<file path="src/rtl/uart_pkt_pkg.sv">
// +--------------------------------------------------------------------------+
// | uart_pkt_pkg : shared types and helpers for the UART packet receiver     |
// | Revision 1.0                                                             |
// +--------------------------------------------------------------------------+
`default_nettype none

package uart_pkt_pkg;

  typedef enum logic [2:0] {
    IDLE = 3'd0,
    LEN  = 3'd1,
    DATA = 3'd2,
    CHK  = 3'd3,
    DROP = 3'd4
  } state_t;

  localparam logic [1:0] ERR_NONE    = 2'd0;
  localparam logic [1:0] ERR_CHK     = 2'd1;
  localparam logic [1:0] ERR_LEN     = 2'd2;
  localparam logic [1:0] ERR_TIMEOUT = 2'd3;

  function automatic int clog2(input int value);
    int r;
    r = 0;
    while ((1 << r) < value) r = r + 1;
    return r;
  endfunction

  // Start + 8 data + stop, plus one bit when a parity bit is on the line.
  function automatic int frame_bits(input bit parity_en);
    return parity_en ? 11 : 10;
  endfunction

endpackage

`default_nettype wire

</file>
<file path="src/rtl/uart_pkt_timeout.sv">
// +--------------------------------------------------------------------------+
// | uart_pkt_timeout : inter-byte idle counter, pulses expire after LIMIT    |
// | Revision 1.0                                                             |
// +--------------------------------------------------------------------------+
`default_nettype none

module uart_pkt_timeout
  import uart_pkt_pkg::*;
#(
  parameter int LIMIT = 1000
) (
  input  logic clk,
  input  logic reset,
  input  logic enable,
  input  logic rx_valid,
  input  logic rx_busy,
  output logic expire
);

  localparam int CW = (clog2(LIMIT) < 1) ? 1 : clog2(LIMIT);

  logic [CW-1:0] count;

  // A byte arriving in the expiry cycle wins over the timeout.
  assign expire = enable && !rx_valid && !rx_busy && (count == CW'(LIMIT - 1));

  always_ff @(posedge clk) begin
    if (reset || !enable || rx_valid || expire) begin
      count <= '0;
    end else if (!rx_busy) begin
      count <= count + 1'b1;
    end
  end

endmodule

`default_nettype wire

</file>
<file path="src/rtl/uart_pkt_rx.sv">
// +--------------------------------------------------------------------------+
// | uart_pkt_rx : cmd/len/data/chk packet receiver with RAM write port       |
// | Optional stats counters with UART_PKT_RX_STATS_EN.  Revision 1.0         |
// +--------------------------------------------------------------------------+
`default_nettype none

module uart_pkt_rx
  import uart_pkt_pkg::*;
#(
  parameter int    CLOCK     = 10_000_000,
  parameter int    BAUD      = 1_000_000,
  parameter string PARITY    = "NO",
  parameter int    LEN_BYTES = 1,
  parameter int    MAX_LEN   = 256,
  parameter string CHK_MODE  = "SUM",
  parameter int    TIMEOUT   = 10,
  localparam int   AW        = (clog2(MAX_LEN) < 1) ? 1 : clog2(MAX_LEN),
  localparam int   LW        = (clog2(MAX_LEN + 1) < 1) ? 1 : clog2(MAX_LEN + 1)
) (
  input  logic          clk,
  input  logic          reset,
  input  logic [7:0]    rx_byte,
  input  logic          rx_valid,
  input  logic          rx_busy,
  output logic [7:0]    wr_data,
  output logic [AW-1:0] wr_addr,
  output logic          we,
  output logic          pkt_done,
  output logic          pkt_err,
  output logic [1:0]    err_code,
  output logic [7:0]    cmd_rx,
  output logic [LW-1:0] len_rx,
  output logic          busy
`ifdef UART_PKT_RX_STATS_EN
  ,
  output logic [15:0]   good_cnt,
  output logic [15:0]   err_cnt
`endif
);

  localparam int LFW     = 8 * LEN_BYTES;
  localparam int LIMIT   = TIMEOUT * (CLOCK / BAUD) * frame_bits(PARITY != "NO");
  localparam bit CHK_XOR = (CHK_MODE == "XOR");

  state_t         state, state_nx;
  logic [7:0]     acc, cmd_q, acc_fold;
  logic [LFW-1:0] len_field, len_next;
  logic [LW-1:0]  len_q;
  logic [AW-1:0]  idx;
  logic           lb_cnt;
  logic           expire;
  logic           len_last, len_over, data_last, chk_ok;
  logic           do_write, do_done, do_err;
  logic [1:0]     err_nx;

  uart_pkt_timeout #(.LIMIT(LIMIT)) u_timeout (
    .clk      (clk),
    .reset    (reset),
    .enable   (state != IDLE),
    .rx_valid (rx_valid),
    .rx_busy  (rx_busy),
    .expire   (expire)
  );

  // Length field is shifted in MSB first.
  assign len_next  = LFW'({len_field, rx_byte});
  assign len_last  = (lb_cnt == 1'(LEN_BYTES - 1));
  assign len_over  = (32'(len_next) > 32'(MAX_LEN));
  assign data_last = ((LW'(idx) + LW'(1)) == len_q);
  assign acc_fold  = CHK_XOR ? (acc ^ rx_byte) : (acc + rx_byte);
  assign chk_ok    = (rx_byte == (CHK_XOR ? acc : ~acc));
  assign busy      = (state != IDLE);

  always_ff @(posedge clk) begin
    if (reset) state <= IDLE;
    else       state <= state_nx;
  end

  always_comb begin
    state_nx = state;
    do_write = 1'b0;
    do_done  = 1'b0;
    do_err   = 1'b0;
    err_nx   = ERR_NONE;
    case (state)
      IDLE: if (rx_valid) state_nx = LEN;
      LEN: begin
        if (rx_valid) begin
          if (len_last) begin
            if (len_over) begin
              state_nx = DROP;
              do_err   = 1'b1;
              err_nx   = ERR_LEN;
            end else if (len_next == '0) begin
              state_nx = CHK;
            end else begin
              state_nx = DATA;
            end
          end
        end else if (expire) begin
          state_nx = IDLE;
          do_err   = 1'b1;
          err_nx   = ERR_TIMEOUT;
        end
      end
      DATA: begin
        if (rx_valid) begin
          do_write = 1'b1;
          if (data_last) state_nx = CHK;
        end else if (expire) begin
          state_nx = IDLE;
          do_err   = 1'b1;
          err_nx   = ERR_TIMEOUT;
        end
      end
      CHK: begin
        if (rx_valid) begin
          state_nx = IDLE;
          if (chk_ok) begin
            do_done = 1'b1;
          end else begin
            do_err = 1'b1;
            err_nx = ERR_CHK;
          end
        end else if (expire) begin
          state_nx = IDLE;
          do_err   = 1'b1;
          err_nx   = ERR_TIMEOUT;
        end
      end
      // Oversized packet: swallow bytes silently until the line goes idle.
      DROP: if (expire) state_nx = IDLE;
      default: state_nx = IDLE;
    endcase
  end

  always_ff @(posedge clk) begin
    if (reset) begin
      wr_data   <= '0;
      wr_addr   <= '0;
      we        <= 1'b0;
      pkt_done  <= 1'b0;
      pkt_err   <= 1'b0;
      err_code  <= ERR_NONE;
      cmd_rx    <= '0;
      len_rx    <= '0;
      acc       <= '0;
      cmd_q     <= '0;
      len_field <= '0;
      len_q     <= '0;
      idx       <= '0;
      lb_cnt    <= 1'b0;
    end else begin
      we       <= do_write;
      pkt_done <= do_done;
      pkt_err  <= do_err;
      if (do_write) begin
        wr_data <= rx_byte;
        wr_addr <= idx;
      end
      if (do_err) err_code <= err_nx;
      if (do_done) begin
        cmd_rx <= cmd_q;
        len_rx <= len_q;
      end
      if (rx_valid) begin
        case (state)
          IDLE: begin
            cmd_q     <= rx_byte;
            acc       <= rx_byte;
            len_field <= '0;
            lb_cnt    <= 1'b0;
            idx       <= '0;
          end
          LEN: begin
            acc       <= acc_fold;
            len_field <= len_next;
            len_q     <= LW'(len_next);
            lb_cnt    <= lb_cnt + 1'b1;
          end
          DATA: begin
            acc <= acc_fold;
            idx <= idx + 1'b1;
          end
          CHK:     acc <= acc_fold;
          default: ;
        endcase
      end
    end
  end

`ifdef UART_PKT_RX_STATS_EN
  always_ff @(posedge clk) begin
    if (reset) begin
      good_cnt <= '0;
      err_cnt  <= '0;
    end else begin
      if (pkt_done && (good_cnt != 16'hFFFF)) good_cnt <= good_cnt + 16'd1;
      if (pkt_err && (err_cnt != 16'hFFFF))   err_cnt  <= err_cnt + 16'd1;
    end
  end
`endif

endmodule

`default_nettype wire

</file>
<file path="config.mk">
export PLATFORM = sky130hd
export DESIGN_NAME = uart_pkt_rx
export DESIGN_NICKNAME = d
export VERILOG_FILES = /design/src/rtl/uart_pkt_pkg.sv /design/src/rtl/uart_pkt_timeout.sv /design/src/rtl/uart_pkt_rx.sv
export SDC_FILE = /design/constraint.sdc
export NUM_CORES = 1
export LEC_CHECK = 0
export CORE_MARGIN = 1
export CORE_UTILIZATION = 61
export CTS_BUF_LIST = sky130_fd_sc_hd__clkbuf_8
export DETAILED_ROUTE_END_ITERATION = 8
export PLACE_DENSITY = 0.88
export SLEW_MARGIN = 15
export SYNTH_ARGS = -nofsm -noshare
export SYNTH_HDL_FRONTEND = slang
export SYNTH_SLANG_ARGS = --single-unit
</file>
<file path="constraint.sdc">
create_clock -name clk -period 4.8 [get_ports clk]
set_input_delay 0.96 -clock clk [delete_from_list [all_inputs] [get_ports clk]]
set_output_delay 0.96 -clock clk [all_outputs]
set_load 0.01 [all_outputs]
</file>
==> results.ini <==
[critical_path]
path_class = in -> reg
cp_slowest_cell = and4_1
cp-start-kind = primary input
rr_worst_depth = 6
cp_num_buf_inv = 1
critPathMaxStageDelay_ps = 880
worstPathRequired_ps = 5050
cp_max_fo = 17
endpoint_kind = flop
r2r_setup_slack_ps = 2370
arrival_ps = 3580
r2r-start = acc[2]
path_cells = clkdlybuf4s50_1 -> ha_1 -> nand4_1 -> nor3_1 -> and4_1 -> mux2i_1 -> nor2_1
cp.depth = 7
critPathTopFamily = simple AND/OR/NAND/NOR gates
r2r-end = len_rx[6]

[cts]
htreeDepth = 3
clk_pin_slew_ps = 100
cts_root_buf = clkbuf_8
clk_latency_ps = 370
cts_hold_buf = 0
numCtsBuffers = 9
cts_setup_buffers = 0
clockBufferDepth = 2
cts_num_sinks = 83
cts_resized = 0
cts_tree = done

[grt]
grt_max_degree = 41
grt_pass1_wl_mm = 15.2
antenna_found_initial = 0
grt_pass1_vias = 3264
overflow = 0
grtUsageTotal_pct = 30.2

[timing]
setup_viol = 0
final.setup.tns_ps = 0
period_share_pct = 69.5
finClkSkew_ps = 15.8
fmax_ghz = 0.300
rsz0062_at_grt = no
finalMaxSlewViolations = 0
slew_headroom_pct = 35.1
hold_violations = 0
tightestPinTransition_ps = 974
fin_crit_ps = 3330
setup_slack_ps = 1470

[drt]
dr.pass1.iters = 5
drcViolationCount = 0
drtAntennaViolNets = 0
finalWirelength_mm = 9.03
via_per_inst = 5.85
drt_iter0_drc = 247
wire_per_inst_um = 15.8
routed-via-count = 3349

[place]
io_buffer_count = 49
place_congestion = 0.870
dp_hpwl_mm = 6.09
post-place-ws_ps = 1140
place_area_mm2 = 0.00432

[layout]
nFillCells = 431
multi_input_area_mm2 = 0.00203
fin_util_pct = 75.1
final_cell_area_mm2 = 0.00453
drive_gt1_share_pct = 5.84
final_nets = 514
antennaDiodeCount = 0
area_growth_pct = 17.1
seq_area_mm2 = 0.00166

[power_and_ir_drop]
p_comb_share_pct = 17.8
cellPowerDensity_mw_per_mm2 = 346
p_leak_nw = 1.61
power.switching_mw = 0.475
clkPwrFrac_pct = 33.9
power_mw = 1.56
switching_share_pct = 30.4
seqPwrFrac_pct = 48.4
worst_ir_drop_vdd_mv = 0.201
p_int_mw = 1.09

[floorplanning]
start_util_pct = 64.1
boundaryPins = 51
die_area_mm2 = 0.00666
die_h_um = 81.6
rows = 28
die_w_um = 81.6
core_mm2 = 0.00603

[job]
maxCapViolCount = 0

[hold_path]
min_from = cmd_q[3]
min_path_type = reg -> reg
hold-path-endpoint = cmd_q[3]
whs_path_depth = 2

[synth]
seq_area_frac_synth_pct = 43.0
async_flop_share_pct = 0
yosysTopAreaCell = dfxtp_1
ys_seq_elements = 83
avgSynthCellArea_um2 = 8.48
yosysUniqueCellTypes = 63
yosys.area.top_type_share_pct = 43.0
synth_nets = 478
synth_edf_count = 0
synth_area_mm2 = 0.00386
syn_inst = 456
synth_most_common_cell = nand2_1
synth_common_cells = 88 x nand2_1, 83 x dfxtp_1, 50 x nor2_1
synthFlopType = dfxtp_1
synth.area.top_cells = dfxtp_1 43%, nand2_1 8.5%, a21oi_1 5.6%
ys_warn_count = 0

[run_status]
outcome = finished clean

## final cells by class
type                            instances  area share [%]
Clock inverter                          6            1.60
Timing Repair Buffer                   52            11.2
Clock buffer                           10            3.04
Tap cell                               75            2.07
Inverter                                7           0.581
Sequential cell                        83            36.7
Multi-Input combinational cell        339            44.8
## state kept, by name (all words and copies together) (netlist names)
signal / count
len_rx: 8
state: 3
u_timeout.count: 10
pkt_err: 1
cmd_rx: 8
acc: 8
cmd_q: 8
wr_addr: 8
we: 1
pkt_done: 1
len_q: 8
err_code: 2
lb_cnt: 1
wr_data: 8
idx: 8
## per-layer routing
metal	wire length [um]	vias up	track usage, %
met5	0	-	0
met4	151	0	13.5
met3	603	17	6.78
met2	4320	115	49.5
met1	3950	1582	38.0
li1	-	1635	-
## cells in the final DEF (no fill, tap or decap), types with 2 or more instances in the layout
cell,Yosys,layout
a31oi_1,3,3
and3_1,2,2
nor3_1,13,13
nor2b_1,6,6
and2_1,2,2
clkbuf_8,0,10
xnor2_1,11,11
o211ai_1,2,2
xor2_1,10,10
mux2i_1,18,18
a311oi_1,2,2
and4b_1,2,2
buf_4,5,3
nand2_1,88,88
a21o_1,3,3
nor3b_1,2,2
nor4_1,2,2
nor3_2,2,2
or4_1,2,2
and4_1,2,2
o21ai_0,14,14
nand3_1,8,8
clkinv_4,0,3
o31ai_1,2,2
clkdlybuf4s50_1,0,48
nand4_1,5,5
nor2_1,50,50
ha_1,9,9
a21oi_1,43,43
nand2b_1,7,7
dfxtp_1,83,83
inv_1,7,7
## metrics by stage
step / cells / hold WS (ps)
after floorplan: 456 / 436
after global placement: 556 / 441
after detailed placement: 556 / 449
after CTS: 572 / 461
after global routing: 572 / 473
final: 572 / 462
## kinds of logic after synthesis
| group | Yosys count | share of synthesized area (%) |
|---|---|---|
| xor gates and xnor gates | 22 | 5.34 |
| and+or+nand+nor | 203 | 25.1 |
| muxes | 19 | 4.95 |
| adders and majority gates | 10 | 3.43 |
| DFF | 83 | 43.0 |
| AOI/OAI and AO/OA | 84 | 13.5 |
| buffers and inverters | 34 | 4.60 |
| other | 1 | 0.0970 |
## worst max-delay path by stage
| stage | from | to | slack, ps |
|---|---|---|---|
| global placement | rx_byte[3] | len_rx[7] | 1210 |
| global route | rx_byte[3] | len_rx[6] | 1270 |
| CTS | rx_byte[3] | len_rx[6] | 1490 |
| finish | rx_byte[3] | len_rx[6] | 1470 |
| detailed placement | rx_byte[3] | cmd_rx[2] | 1140 |
| floorplan | rx_byte[1] | acc[7] | 2290 |
## power by group through the flow
stage | combinational, mW | clock [mW] | sequential [mW]
2_1_floorplan | 0.215 | 0 | 0.756
3_3_place_gp | 0.263 | 0 | 0.770
3_5_place_dp | 0.271 | 0 | 0.771
4_1_cts | 0.275 | 0.533 | 0.755
5_1_grt | 0.308 | 0.565 | 0.761
6_report | 0.278 | 0.529 | 0.756
## worst min-delay path: stages (launching register included)
cell,delay [ps]
dfxtp_1,320
nand2_1,50
a21oi_1,50
No activity file was read; power rests on OpenSTA's default activity.
